**src/rtl/mem_arb_pkg.sv**
```systemverilog
// rtl/mem_arb_pkg.sv - shared types and defaults for the memory arbiter
// Purpose: FSM state encoding, port-select encoding and width defaults used
//          by mem_arbiter, mem_arb_pick and the testbench.
// Ports:   none (package)
package mem_arb_pkg;

  localparam int MEM_ARB_ADDR_W = 16;
  localparam int MEM_ARB_DATA_W = 16;

  typedef enum logic [1:0] {
    IDLE    = 2'd0,
    ACCESS  = 2'd1,
    CAPTURE = 2'd2,
    DONE    = 2'd3
  } state_e;

  typedef enum logic {
    SEL_I = 1'b0,
    SEL_D = 1'b1
  } sel_e;

endpackage

```
**src/rtl/mem_arb_pick.sv**
```systemverilog
// rtl/mem_arb_pick.sv - combinational winner selection for the memory arbiter
// Purpose: chooses which port is granted when the arbiter samples requests.
//          Default build: fixed priority, data port wins a tie.
//          MEM_ARB_RR_EN defined: a tie goes to the port not granted last.
// Ports:   i_req      in  fetch request
//          d_req      in  data request
//          last_grant in  port granted on the previous access
//          sel        out selected port (only meaningful when a request is present)
module mem_arb_pick
  import mem_arb_pkg::*;
(
  input  logic i_req,
  input  logic d_req,
  input  sel_e last_grant,
  output sel_e sel
);

`ifdef MEM_ARB_RR_EN
  always_comb begin
    sel = SEL_D;
    if (i_req && !d_req) begin
      sel = SEL_I;
    end else if (i_req && d_req) begin
      sel = (last_grant == SEL_D) ? SEL_I : SEL_D;
    end
  end
`else
  // Fixed priority never looks at the grant history.
  logic unused_last_grant;
  assign unused_last_grant = last_grant;

  always_comb begin
    sel = SEL_D;
    if (i_req && !d_req) begin
      sel = SEL_I;
    end
  end
`endif

endmodule

```
**src/rtl/mem_arbiter.sv**
```systemverilog
// rtl/mem_arbiter.sv - two-port (fetch/data) arbiter for a synchronous memory
// Purpose: grants one of the fetch or data ports, drives a registered access
//          to a synchronous memory and returns read data plus a one-cycle ack.
//          Each access runs IDLE -> ACCESS -> CAPTURE -> DONE -> IDLE.
//          Optional macro MEM_ARB_RR_EN selects round-robin tie breaking.
// Ports:   clk, rst_n                  clock, async active-low reset
//          i_req, i_addr               fetch read request
//          i_ack, i_rdata              fetch completion pulse, registered data
//          d_req, d_we, d_addr, d_wdata data-port request
//          d_ack, d_rdata              data completion pulse, registered data
//          mem_addr, mem_data, mem_write registered memory controls
//          mem_out                     memory read data (valid in CAPTURE)
module mem_arbiter
  import mem_arb_pkg::*;
#(
  parameter int ADDR_W = MEM_ARB_ADDR_W,
  parameter int DATA_W = MEM_ARB_DATA_W
) (
  input  logic              clk,
  input  logic              rst_n,
  input  logic              i_req,
  input  logic [ADDR_W-1:0] i_addr,
  output logic              i_ack,
  output logic [DATA_W-1:0] i_rdata,
  input  logic              d_req,
  input  logic              d_we,
  input  logic [ADDR_W-1:0] d_addr,
  input  logic [DATA_W-1:0] d_wdata,
  output logic              d_ack,
  output logic [DATA_W-1:0] d_rdata,
  output logic [ADDR_W-1:0] mem_addr,
  output logic [DATA_W-1:0] mem_data,
  output logic              mem_write,
  input  logic [DATA_W-1:0] mem_out
);

  state_e state, state_nxt;
  sel_e   pick_sel;
  sel_e   win_sel;
  sel_e   last_grant;
  logic   win_we;
  logic   grant;

  mem_arb_pick u_pick (
    .i_req      (i_req),
    .d_req      (d_req),
    .last_grant (last_grant),
    .sel        (pick_sel)
  );

  always_ff @(posedge clk or negedge rst_n) begin
    if (!rst_n) begin
      state <= IDLE;
    end else begin
      state <= state_nxt;
    end
  end

  always_comb begin
    state_nxt = state;
    grant     = 1'b0;
    case (state)
      IDLE: begin
        if (i_req || d_req) begin
          grant     = 1'b1;
          state_nxt = ACCESS;
        end
      end
      ACCESS:  state_nxt = CAPTURE;
      CAPTURE: state_nxt = DONE;
      DONE:    state_nxt = IDLE;
      default: state_nxt = IDLE;
    endcase
  end

  // The winner and its request are latched at grant time so that requester
  // input changes later in the access have no effect.
  always_ff @(posedge clk or negedge rst_n) begin
    if (!rst_n) begin
      mem_addr   <= '0;
      mem_data   <= '0;
      mem_write  <= 1'b0;
      i_ack      <= 1'b0;
      d_ack      <= 1'b0;
      i_rdata    <= '0;
      d_rdata    <= '0;
      win_sel    <= SEL_I;
      win_we     <= 1'b0;
      last_grant <= SEL_D;
    end else begin
      // mem_write is only ever set on the grant edge, so it lasts exactly ACCESS
      mem_write <= 1'b0;
      i_ack     <= (state == CAPTURE) && (win_sel == SEL_I);
      d_ack     <= (state == CAPTURE) && (win_sel == SEL_D);

      if (grant) begin
        win_sel    <= pick_sel;
        last_grant <= pick_sel;
        if (pick_sel == SEL_D) begin
          mem_addr  <= d_addr;
          mem_data  <= d_wdata;
          mem_write <= d_we;
          win_we    <= d_we;
        end else begin
          mem_addr  <= i_addr;
          mem_write <= 1'b0;
          win_we    <= 1'b0;
        end
      end

      if ((state == CAPTURE) && !win_we) begin
        if (win_sel == SEL_I) begin
          i_rdata <= mem_out;
        end else begin
          d_rdata <= mem_out;
        end
      end
    end
  end

endmodule
```
**config.mk**
```make
export PLATFORM = sky130hd
export DESIGN_NAME = mem_arbiter
export DESIGN_NICKNAME = d
export VERILOG_FILES = /design/src/rtl/mem_arb_pkg.sv /design/src/rtl/mem_arb_pick.sv /design/src/rtl/mem_arbiter.sv
export SDC_FILE = /design/constraint.sdc
export NUM_CORES = 1
export LEC_CHECK = 0
export CORE_MARGIN = 3
export CORE_UTILIZATION = 41
export DETAILED_ROUTE_END_ITERATION = 16
export PLACE_DENSITY = 0.79
export SLEW_MARGIN = 15
export SYNTH_ARGS = -nofsm -noshare
export SYNTH_HDL_FRONTEND = slang
export SYNTH_HIERARCHICAL = 1
export SYNTH_SLANG_ARGS = --single-unit
```
**constraint.sdc**
```tcl
create_clock -name clk -period 2.2 [get_ports clk]
set_input_delay 0.33 -clock clk [delete_from_list [all_inputs] [get_ports clk]]
set_output_delay 0.33 -clock clk [all_outputs]
set_load 0.005 [all_outputs]
```
After elaboration in Yosys (flattened, before gate mapping):

Cells that the tools add are included.

* equality and inequality tests: 4
* muxes and demuxes: 8
* bitwise operators: 2
* reduce and logical (&&, ||, !) cells: 11

Operator list (count)
* 16-bit two-way mux: 1
* 2-bit one-hot mux with 4 select lines: 1
* 2-bit AND reduction: 3
* 1-bit two-way mux: 5
* 2-bit == test (second input constant): 2
* 1-bit logical AND: 4
* 2-bit by 1-bit == test with 1-bit output (second input constant): 1
* 1-bit logical NOT: 2
* 2-bit logical NOT: 1
* 2-bit two-way mux: 1
* 2-bit != test (second input constant): 1
* 1-bit inverter: 2
* 1-bit logical OR: 1

* register bits: 71
* bits of input ports: 69
* output and inout bits: 67
* logic and storage cells: 35

Logic depth before layout (Yosys ltp):

Gate-level depths: netlist (run 1).

* depth in word-level cells: 4
* gate-level depth with buffers: 5
* gate-level depth less buffers: 4

Cells and area by module:

Netlist (run 1), hierarchy kept.

By module, submodules not included
* mem_arbiter: times used 1, cells an instance 179, area each 2974.1 um^2, seq. area each 1803.0 um^2
* mem_arb_pick: times used 1, cells an instance 1, area each 6.3 um^2, seq. area each 0.0 um^2

Least setup slack after synthesis (run 1):

OpenSTA, ideal clock, no wires.

* kind: register to register
* from: register state[0]
* to: register i_rdata[10]
* setup time: 0.125 ns
* arrival: 1.488 ns
* data required time: 2.075 ns
* setup slack: 0.587 ns
* cell stages (with the launch flop): 6
* buffers on the path: 1
* clock period less this slack: 1.613 ns
* path through: dfrtp_1 -> inv_1 -> ha_1 -> nor3b_4 -> buf_12 -> mux2_4

* longest elaborated chain between the ends: 3

RTL lines
* from (decl): RTL line mem_arbiter.sv:37 `state_e state, state_nxt;`
* from (signal assigned): RTL line mem_arbiter.sv:55 `state <= state_nxt;`
* 2-bit == test: RTL line mem_arbiter.sv:111 `if ((state == CAPTURE) && !win_we) begin`
* 1-bit logical AND: RTL line mem_arbiter.sv:111
* 2-bit AND reduction (no source line)
* to (signal assigned): RTL line mem_arbiter.sv:113 `i_rdata <= mem_out;`
* to (decl): RTL line mem_arbiter.sv:24 `output logic [DATA_W-1:0] i_rdata,`

No other way between the ends.
A chain may end at the register's enable or synchronous reset.

Worst setup path after layout (run 1):

* from: register state[0]
* to: register i_rdata[5]

The elaborated chain is that of the path after synthesis.

==> results of run 1 <==
==> sequential cells by signal, summed over array words and instances, names as in the netlist <==
register / count
d_rdata: 16
i_rdata: 16
mem_addr: 16
mem_data: 16
state: 2
d_ack: 1
i_ack: 1
mem_write: 1
win_sel: 1
win_we: 1
==> per-layer routing <==
metal | vias to the layer above | track usage (%) | wire length (microns)
met4 | 0 | 3.444 | 38
met1 | 959 | 19.93 | 2810
met3 | 5 | 6.583 | 482
li1 | 926 | - | -
met2 | 88 | 29.83 | 3299
met5 | - | 0 | 0
==> stage by stage <==
| step | hold WS [ps] | util, % | total power (W) | setup slack [ps] |
|---|---|---|---|---|
| final | 506.9 | 67.74 | 0.006311 | 466.4 |
| after global routing | 519.2 | 67.74 | 0.006687 | 349.1 |
| after CTS | 510.4 | 67.74 | 0.006410 | 439.5 |
| after detailed placement | 345.4 | 64.24 | 0.005205 | 169.7 |
| after global placement | 345.8 | 64.24 | 0.005113 | 254.6 |
| after floorplan | 34.41 | - | 0.003565 | 586.8 |
==> critical path, cell delays in order, from the launching register on <==
cell,delay (ps)
dfrtp_1,390
inv_1,90
ha_1,250
nor3b_4,200
buf_4,310
mux2_2,380
==> worst max path at each step <==
stage | start | endpoint | slack, ps | depth (start not counted)
finish | state[0]$_DFFE_PN0P_ | i_rdata[5]$_DFFE_PN0P_ | 470 | 5
global route | state[0]$_DFFE_PN0P_ | i_rdata[2]$_DFFE_PN0P_ | 350 | 5
CTS | state[0]$_DFFE_PN0P_ | i_rdata[5]$_DFFE_PN0P_ | 440 | 5
detailed placement | i_req | mem_addr[13]$_DFFE_PN0P_ | 170 | 5
global placement | i_req | mem_addr[13]$_DFFE_PN0P_ | 250 | 5
floorplan | state[0]$_DFFE_PN0P_ | i_rdata[10]$_DFFE_PN0P_ | 590 | 5
==> layout by cell type, fill, tap and decap left out, drive strengths merged <==
cell	n
nor3b	2
bufinv	2
clkbuf	10
nand2b	1
a21bo	1
dfrtp	71
nor2	2
clkinvlp	2
and2	1
dlygate4sd3	1
inv	4
o21ai	1
nor2b	1
clkinv	1
buf	8
o2bb2ai	1
a21oi	1
nor3	1
mux2	81
ha	2
o211ai	1
clkdlybuf4s50	134
nand3b	1
==> final cells by class <==
class,instances,area [sq um],share of cell area (%)
timing repair buffer,143,1424,30.60
multi-input combinational,97,1091,23.45
clock buffer,10,137.6,2.958
tap,96,120.1,2.581
sequential,71,1777,38.18
inverter,3,11.26,0.2420
clock inverter,6,92.59,1.990
==> where the power goes <==
group | total [W] | switching, W | internal, W
Clock | 0.00117 | 0.000495 | 0.000675
Combinational | 0.00282 | 0.000836 | 0.00199
Sequential | 0.00232 | 0.000340 | 0.00198
Total | 0.00631 | 0.00167 | 0.00464
==> impl_metrics.json, run 1 <==
{
  "num_rows": 30,
  "worst_slew_pin_slew_ps": 509.3,
  "dieArea_sq_um": 8234,
  "tns_ps": 0,
  "hold_buffers": 1,
  "dp_hpwl_microns": 4938,
  "place_area_sq_um": 4413,
  "htreeDepth": 3,
  "drtAntennaViolNets": 0,
  "drt_iter0_drc": 47,
  "io_buffers": 135,
  "grt_pass1_wl_microns": 11140,
  "p_leak_nw": 1.947,
  "pin_count": 136,
  "areaGrowthSynthToFinish_pct": 58.05,
  "critPathLaunchType": "register",
  "avgViaCountPerCell": 4.643,
  "r2r_end": "i_rdata[5]$_DFFE_PN0P_",
  "status": "finished clean",
  "routabilityCongestion": 0.6585,
  "chipWidth_microns": 90.74,
  "required_ps": 2410,
  "antenna_found_initial": 0,
  "drv_slew": 0,
  "stdcell_count": 426,
  "start_util_pct": 42.86,
  "cts-root-buf": "clkbuf_8",
  "layout_min_cycle_time_ps": 1734,
  "reg2reg_setup_slack_ps": 470,
  "clk_pin_slew_ps": 80,
  "design_area_sq_um": 4653,
  "grt_usage_pct": 17.07,
  "coreArea_sq_um": 6869,
  "drc": 0,
  "syn_inst": 178,
  "setup_violations": 0,
  "syn-cell-area_sq_um": 2944,
  "antennaDiodeCount": 0,
  "fmax_ghz": 0.5768,
  "post_cts_buffers": 0,
  "drive_gt1_share_pct": 33.03,
  "routed_wl_microns": 6631,
  "clkSinkCount": 71,
  "rsz0062_at_grt": "false",
  "grt_pass1_vias": 2244,
  "hold_path_class": "reg2reg",
  "die_y_microns": 90.74,
  "critical_path_peak_fanout": 16,
  "routedWlPerCell_microns": 15.57,
  "ys_warn_count": 6,
  "crit_arrival_ps": 1950,
  "worstHoldEndpoint": "mem_data[13]$_DFFE_PN0P_",
  "dp_cells": 409,
  "worstHoldPathCells": 1,
  "final_nets": 396,
  "cp-end-kind": "register",
  "rr_worst_depth": 5,
  "hold_violations": 0,
  "cts_made_buffers": 9,
  "grt-ovfl-total": 0,
  "syn_area_per_cell_sq_um": 16.54,
  "syn-num-nets": 249,
  "timing.final.crit_share_pct": 78.80,
  "rr_startpoint": "state[0]$_DFFE_PN0P_",
  "min_from": "mem_data[13]$_DFFE_PN0P_",
  "dr.pass1.iters": 2,
  "slew_headroom_pct": 66.05,
  "finClkSkew_ps": 5.746,
  "worst-setup-path-type": "reg2reg",
  "vias": 1978,
  "ir_drop_mv": 0.4885,
  "p_per_area_nw_per_um2": 1356,
  "cts_tree": "yes",
  "cap_violations": 0,
  "cts_buffer_depth": 2,
  "fill_cells": 509,
  "ctsResizeCount": 0,
  "clk-insertion-delay-late_ps": 330,
  "grt_start_max_net_pins": 41
}
No activity file was read; power rests on OpenSTA's default activity.
==> run 2, diff against run 1 <==
==> constraint.sdc (replaced) <==
create_clock -name clk -period 1.6 [get_ports clk]
set_input_delay 0.24 -clock clk [delete_from_list [all_inputs] [get_ports clk]]
set_output_delay 0.24 -clock clk [all_outputs]
set_load 0.005 [all_outputs]
==> impl_metrics.json, run 2 (same netlist as run 1, synthesis figures left out) <==
{
  "fmax_ghz": 0.6502,
  "grt_util_met3_pct": 7.667,
  "seq_power_share_pct": 36.6,
  "avgViaCountPerCell": 4.594,
  "dp_hpwl_microns": 4838,
  "seqCellArea_sq_um": 1777,
  "routed_wl_microns": 6355,
  "final_common_cell": "clkdlybuf4s50_1",
  "pin_count": 136,
  "grt_pass1_wl_microns": 10400,
  "vias": 1989,
  "start_util_pct": 42.86,
  "met2_usage_pct": 25.14,
  "clk_pin_slew_ps": 80,
  "required_ps": 1810,
  "drv_slew": 0,
  "cts_made_buffers": 9,
  "multi_input_area_sq_um": 1094,
  "clkSinkCount": 71,
  "chipWidth_microns": 90.74,
  "switchingPower_w": 0.002308,
  "routedWlPerCell_microns": 14.68,
  "antenna_found_initial": 0,
  "critPathLaunchType": "register",
  "grt_start_max_net_pins": 41,
  "setup_violations": 0,
  "fill_cells": 516,
  "p_int_w": 0.006378,
  "clockPowerShare_pct": 16.7,
  "use_met1_pct": 18.92,
  "finClkSkew_ps": 10.12,
  "grt-ovfl-total": 0,
  "ir_drop_mv": 0.9425,
  "io_buffers": 135,
  "drt_iter0_drc": 39,
  "sw_frac_of_total_pct": 26.57,
  "critical_path_peak_fanout": 8,
  "rr_worst_depth": 5,
  "post_cts_buffers": 0,
  "dieArea_sq_um": 8234,
  "dr.pass1.iters": 2,
  "crit_arrival_ps": 1750,
  "drc": 0,
  "drtAntennaViolNets": 0,
  "grt_pass1_vias": 2199,
  "cts_tree": "yes",
  "p_per_area_nw_per_um2": 1830,
  "slew_headroom_pct": 72.08,
  "place_area_sq_um": 4531,
  "routabilityCongestion": 0.7074,
  "worst_slew_pin_slew_ps": 418.8,
  "cts_buffer_depth": 2,
  "timing.final.crit_share_pct": 96.13,
  "grt_usage_pct": 15.83,
  "rsz0062_at_grt": "true",
  "hold_path_class": "in2async",
  "layout_min_cycle_time_ps": 1538,
  "power_w": 0.008687,
  "num_rows": 30,
  "coreArea_sq_um": 6869,
  "cap_violations": 0,
  "busiest_layer": "met2",
  "status": "finished clean",
  "die_y_microns": 90.74,
  "antennaDiodeCount": 0,
  "cp-end-kind": "register",
  "clk-insertion-delay-late_ps": 330,
  "areaGrowthSynthToFinish_pct": 61.20,
  "p_leak_nw": 1.998,
  "worst-setup-path-type": "reg2reg",
  "combPwrFrac_pct": 46.7,
  "drive_gt1_share_pct": 34.72,
  "hold_violations": 0,
  "htreeDepth": 3,
  "design_area_sq_um": 4746,
  "final_cell_mix": "clkdlybuf4s50_1 (134), mux2_2 (71), dfrtp_1 (71)",
  "final_nets": 403,
  "cts-root-buf": "clkbuf_8"
}
[run 2: cell count changes in the layout (fill, tap and decap cells not counted), sizes merged]
cell	before	now
bufinv	2	1
clkinv	1	2
buf	8	15
[run 2: what timing repair did]
action | 4_1_cts | 5_1_grt
hold endpoints to repair | 31 | 0
hold buffers | 1 | 0
gates resized for setup | 0 | 0
setup endpoints to repair | 0 | 6
[run 2: final cells by class]
class | count | share of cell area, %
Tap cell | 96 | 2.531
Inverter | 3 | 0.2373
Clock buffer | 10 | 2.900
Sequential cell | 71 | 37.44
Multi-Input combinational cell | 97 | 23.04
Clock inverter | 6 | 1.424
Timing Repair Buffer | 150 | 32.43
[run 2: critical path, stage by stage, from the launching register on]
cell and delay [ps]:
dfrtp_1 390, inv_1 80, ha_2 180, nor3b_4 190, buf_4 230, mux2_2 350
[run 2: metal layers]
layer / routed length (microns) / vias up
li1: - / 938
met1: 2721 / 965
met2: 2980 / 80
met3: 597 / 6
met4: 55 / 0
met5: 0 / -
[run 2: worst paths after layout]
path	from	end	slack, ps
worst max register to register	state[0]$_DFFE_PN0P_	i_rdata[1]$_DFFE_PN0P_	60
worst max-delay path	state[0]$_DFFE_PN0P_	i_rdata[1]$_DFFE_PN0P_	60
min in group clk	d_we	mem_write$_DFF_PN0_	460
max in group asynchronous	rst_n	mem_addr[4]$_DFFE_PN0P_	630
worst min register to register	mem_data[12]$_DFFE_PN0P_	mem_data[12]$_DFFE_PN0P_	510
worst min-delay path	rst_n	mem_addr[12]$_DFFE_PN0P_	410
[run 2: through the flow]
step / utilization [%] / hold slack, ps / instances / TNS [ps] / setup slack [ps]
final: 69.09 / 405.4 / 433 / 0 / 61.98
after detailed placement: 65.96 / 203.7 / 416 / -5299 / -190.5
after floorplan: - / -55.59 / 178 / 0 / 5.583
after global placement: 65.96 / 203.5 / 416 / -4778 / -166.6
after global routing: 69.09 / 433.4 / 433 / -53.01 / -25.91
after CTS: 69.09 / 388.8 / 433 / 0 / 39.60
[run 2: power groups by stage]
stage               Combinational [W]  Clock, W  Sequential [W]
floorplan                     0.00164         0         0.00326
global placement              0.00404         0         0.00319
detailed placement            0.00412         0         0.00322
CTS                           0.00414   0.00149         0.00320
global route                  0.00436   0.00157         0.00330
finish                        0.00406   0.00145         0.00318
==> run 3, diff against run 2 <==
--- a/config.mk
+++ b/config.mk
@@ -6,9 +6,9 @@
 export NUM_CORES = 1
 export LEC_CHECK = 0
 export CORE_MARGIN = 3
-export CORE_UTILIZATION = 41
+export CORE_UTILIZATION = 37
 export DETAILED_ROUTE_END_ITERATION = 16
-export PLACE_DENSITY = 0.79
+export PLACE_DENSITY = 0.76
 export SLEW_MARGIN = 15
 export SYNTH_ARGS = -nofsm -noshare
 export SYNTH_HDL_FRONTEND = slang
==> constraint.sdc (replaced) <==
create_clock -name clk -period 1.3 [get_ports clk]
set_input_delay 0.195 -clock clk [delete_from_list [all_inputs] [get_ports clk]]
set_output_delay 0.195 -clock clk [all_outputs]
set_load 0.005 [all_outputs]
==> impl_metrics.json, run 3 (same netlist as run 1, synthesis figures left out) <==
{
  "finClkSkew_ps": 6.047,
  "pin_count": 136,
  "r2r_end": "i_rdata[9]$_DFFE_PN0P_",
  "antenna_found_initial": 0,
  "drt_iter0_drc": 36,
  "drive_gt1_share_pct": 39.49,
  "clk_pin_slew_ps": 80,
  "coreArea_sq_um": 7486,
  "final_common_cell": "dfrtp_1",
  "violations": "negative setup slack",
  "crit_chain": "inv_2, ha_4, nor3b_4, buf_6, buf_12, mux2_4",
  "grt_start_max_net_pins": 28,
  "final_nets": 419,
  "grt_pass1_wl_microns": 11370,
  "p_leak_nw": 2.406,
  "drc": 0,
  "htreeDepth": 3,
  "cts-root-buf": "clkbuf_8",
  "drv_slew": 0,
  "combPwrFrac_pct": 49.5,
  "reg2reg_setup_slack_ps": -230,
  "grt-ovfl-total": 0,
  "slew_headroom_pct": 74.87,
  "critPathLaunchType": "register",
  "max_stage_delay_ps": 390,
  "final_cell_mix": "dfrtp_1 (71), clkdlybuf4s50_1 (67), dlygate4sd2_1 (67)",
  "clockPowerShare_pct": 15.2,
  "die_y_microns": 95.20,
  "layout_min_cycle_time_ps": 1528,
  "p_int_w": 0.007921,
  "fmax_ghz": 0.6546,
  "io_buffers": 135,
  "tns_ps": -11330,
  "routedWlPerCell_microns": 16.99,
  "sw_frac_of_total_pct": 28.71,
  "drtAntennaViolNets": 0,
  "num_rows": 31,
  "switchingPower_w": 0.003190,
  "dr.pass1.iters": 4,
  "rr_worst_depth": 6,
  "areaGrowthSynthToFinish_pct": 70.63,
  "cts_made_buffers": 9,
  "setup_violations": 68,
  "slowest_stage": "dfrtp_1",
  "crit_arrival_ps": 1750,
  "worst-setup-path-type": "reg2reg",
  "vias": 2126,
  "routabilityCongestion": 0.6936,
  "required_ps": 1520,
  "seq_power_share_pct": 35.3,
  "routed_wl_microns": 7661,
  "timing.hold.ws_ps": 308.4,
  "rsz0062_at_grt": "true",
  "critical_path_peak_fanout": 8,
  "grt_usage_pct": 17.01,
  "hold_path_class": "in2async",
  "dieArea_sq_um": 9063,
  "dp_hpwl_microns": 5120,
  "avgViaCountPerCell": 4.714,
  "start_util_pct": 39.33,
  "chipWidth_microns": 95.20,
  "clk-insertion-delay-late_ps": 340,
  "status": "complete, but fails checks",
  "timing.final.ws_setup_ps": -227.7,
  "cap_violations": 0,
  "cp-end-kind": "register",
  "antennaDiodeCount": 0,
  "worst_slew_pin_slew_ps": 375.2,
  "rr_startpoint": "state[0]$_DFFE_PN0P_",
  "ir_drop_mv": 1.029,
  "hold_violations": 0,
  "grt_pass1_vias": 2249,
  "cts_tree": "yes",
  "timing.final.crit_share_pct": 117.5,
  "p_per_area_nw_per_um2": 2212,
  "clkSinkCount": 71,
  "cts_buffer_depth": 2
}
run 3: power by group through the flow:
stage / logic, W / registers [W] / clock network (W)
CTS: 0.00512 / 0.00389 / 0.00175
global route: 0.00591 / 0.00406 / 0.00185
detailed placement: 0.00516 / 0.00396 / 0
floorplan: 0.00213 / 0.00403 / 0
finish: 0.00551 / 0.00392 / 0.00169
global placement: 0.00504 / 0.00393 / 0
run 3: per-stage QoR:
| stage | area (sq um) | setup WS, ps | utilization (%) | cells | total power [W] |
|---|---|---|---|---|---|
| after floorplan | 2987 | -286.1 | - | 178 | 0.006156 |
| after global placement | 4561 | -419.4 | 60.92 | 420 | 0.008962 |
| after detailed placement | 4561 | -453.4 | 60.92 | 420 | 0.009119 |
| after CTS | 4896 | -224.4 | 65.40 | 448 | 0.01076 |
| after global routing | 5024 | -290.3 | 67.11 | 451 | 0.01181 |
| final | 5024 | -227.7 | 67.11 | 451 | 0.01111 |
run 3: layout make-up:
class                      instances  area (sq um)
inverter                           3         11.26
clock inverter                     6         62.56
multi-input combinational         98          1315
clock buffer                       9         123.9
sequential                        71          1777
fill                             572          2462
timing repair buffer             165          1610
tap                               99         123.9
run 3: worst max-delay path by stage:
| stage | from | to | slack, ps | cells after the start |
|---|---|---|---|---|
| 2_1_floorplan | state[0]$_DFFE_PN0P_ | i_rdata[10]$_DFFE_PN0P_ | -290 | 5 |
| 3_3_place_gp | d_req | mem_data[5]$_DFFE_PN0P_ | -420 | 5 |
| 3_5_place_dp | d_req | mem_addr[10]$_DFFE_PN0P_ | -450 | 5 |
| 4_1_cts | state[0]$_DFFE_PN0P_ | i_rdata[12]$_DFFE_PN0P_ | -220 | 6 |
| 5_1_grt | state[1]$_DFFE_PN0P_ | mem_data[8]$_DFFE_PN0P_ | -290 | 5 |
| 6_report | state[0]$_DFFE_PN0P_ | i_rdata[9]$_DFFE_PN0P_ | -230 | 6 |
run 3: per-layer routing:
| layer | share of wire (%) | GRT usage (%) | vias to the layer above |
|---|---|---|---|
| met3 | 8.4 | 5.446 | 9 |
| li1 | - | - | 976 |
| met2 | 50 | 28.57 | 90 |
| met4 | 1.0 | 6.851 | 0 |
| met5 | 0 | 0 | - |
| met1 | 41 | 20.14 | 1051 |
run 3: timing repair:
| action | in CTS | in global routing |
|---|---|---|
| endpoints found under the setup margin | 135 | 68 |
| hold buffers | 1 | 0 |
| pin swaps | 2 | 1 |
| gates cloned | 3 | 1 |
| buffers inserted | 9 | 3 |
| resized for setup | 90 | 30 |
| endpoints found under the hold margin | 23 | 0 |
run 3: worst max-delay path, delay by kind of cell, from the launching register on:
family        cells  cell delay [ps]
fa+ha+maj         1              150
mux               1              300
buf+inv           3              390
flops             1              390
simple gates      1              180
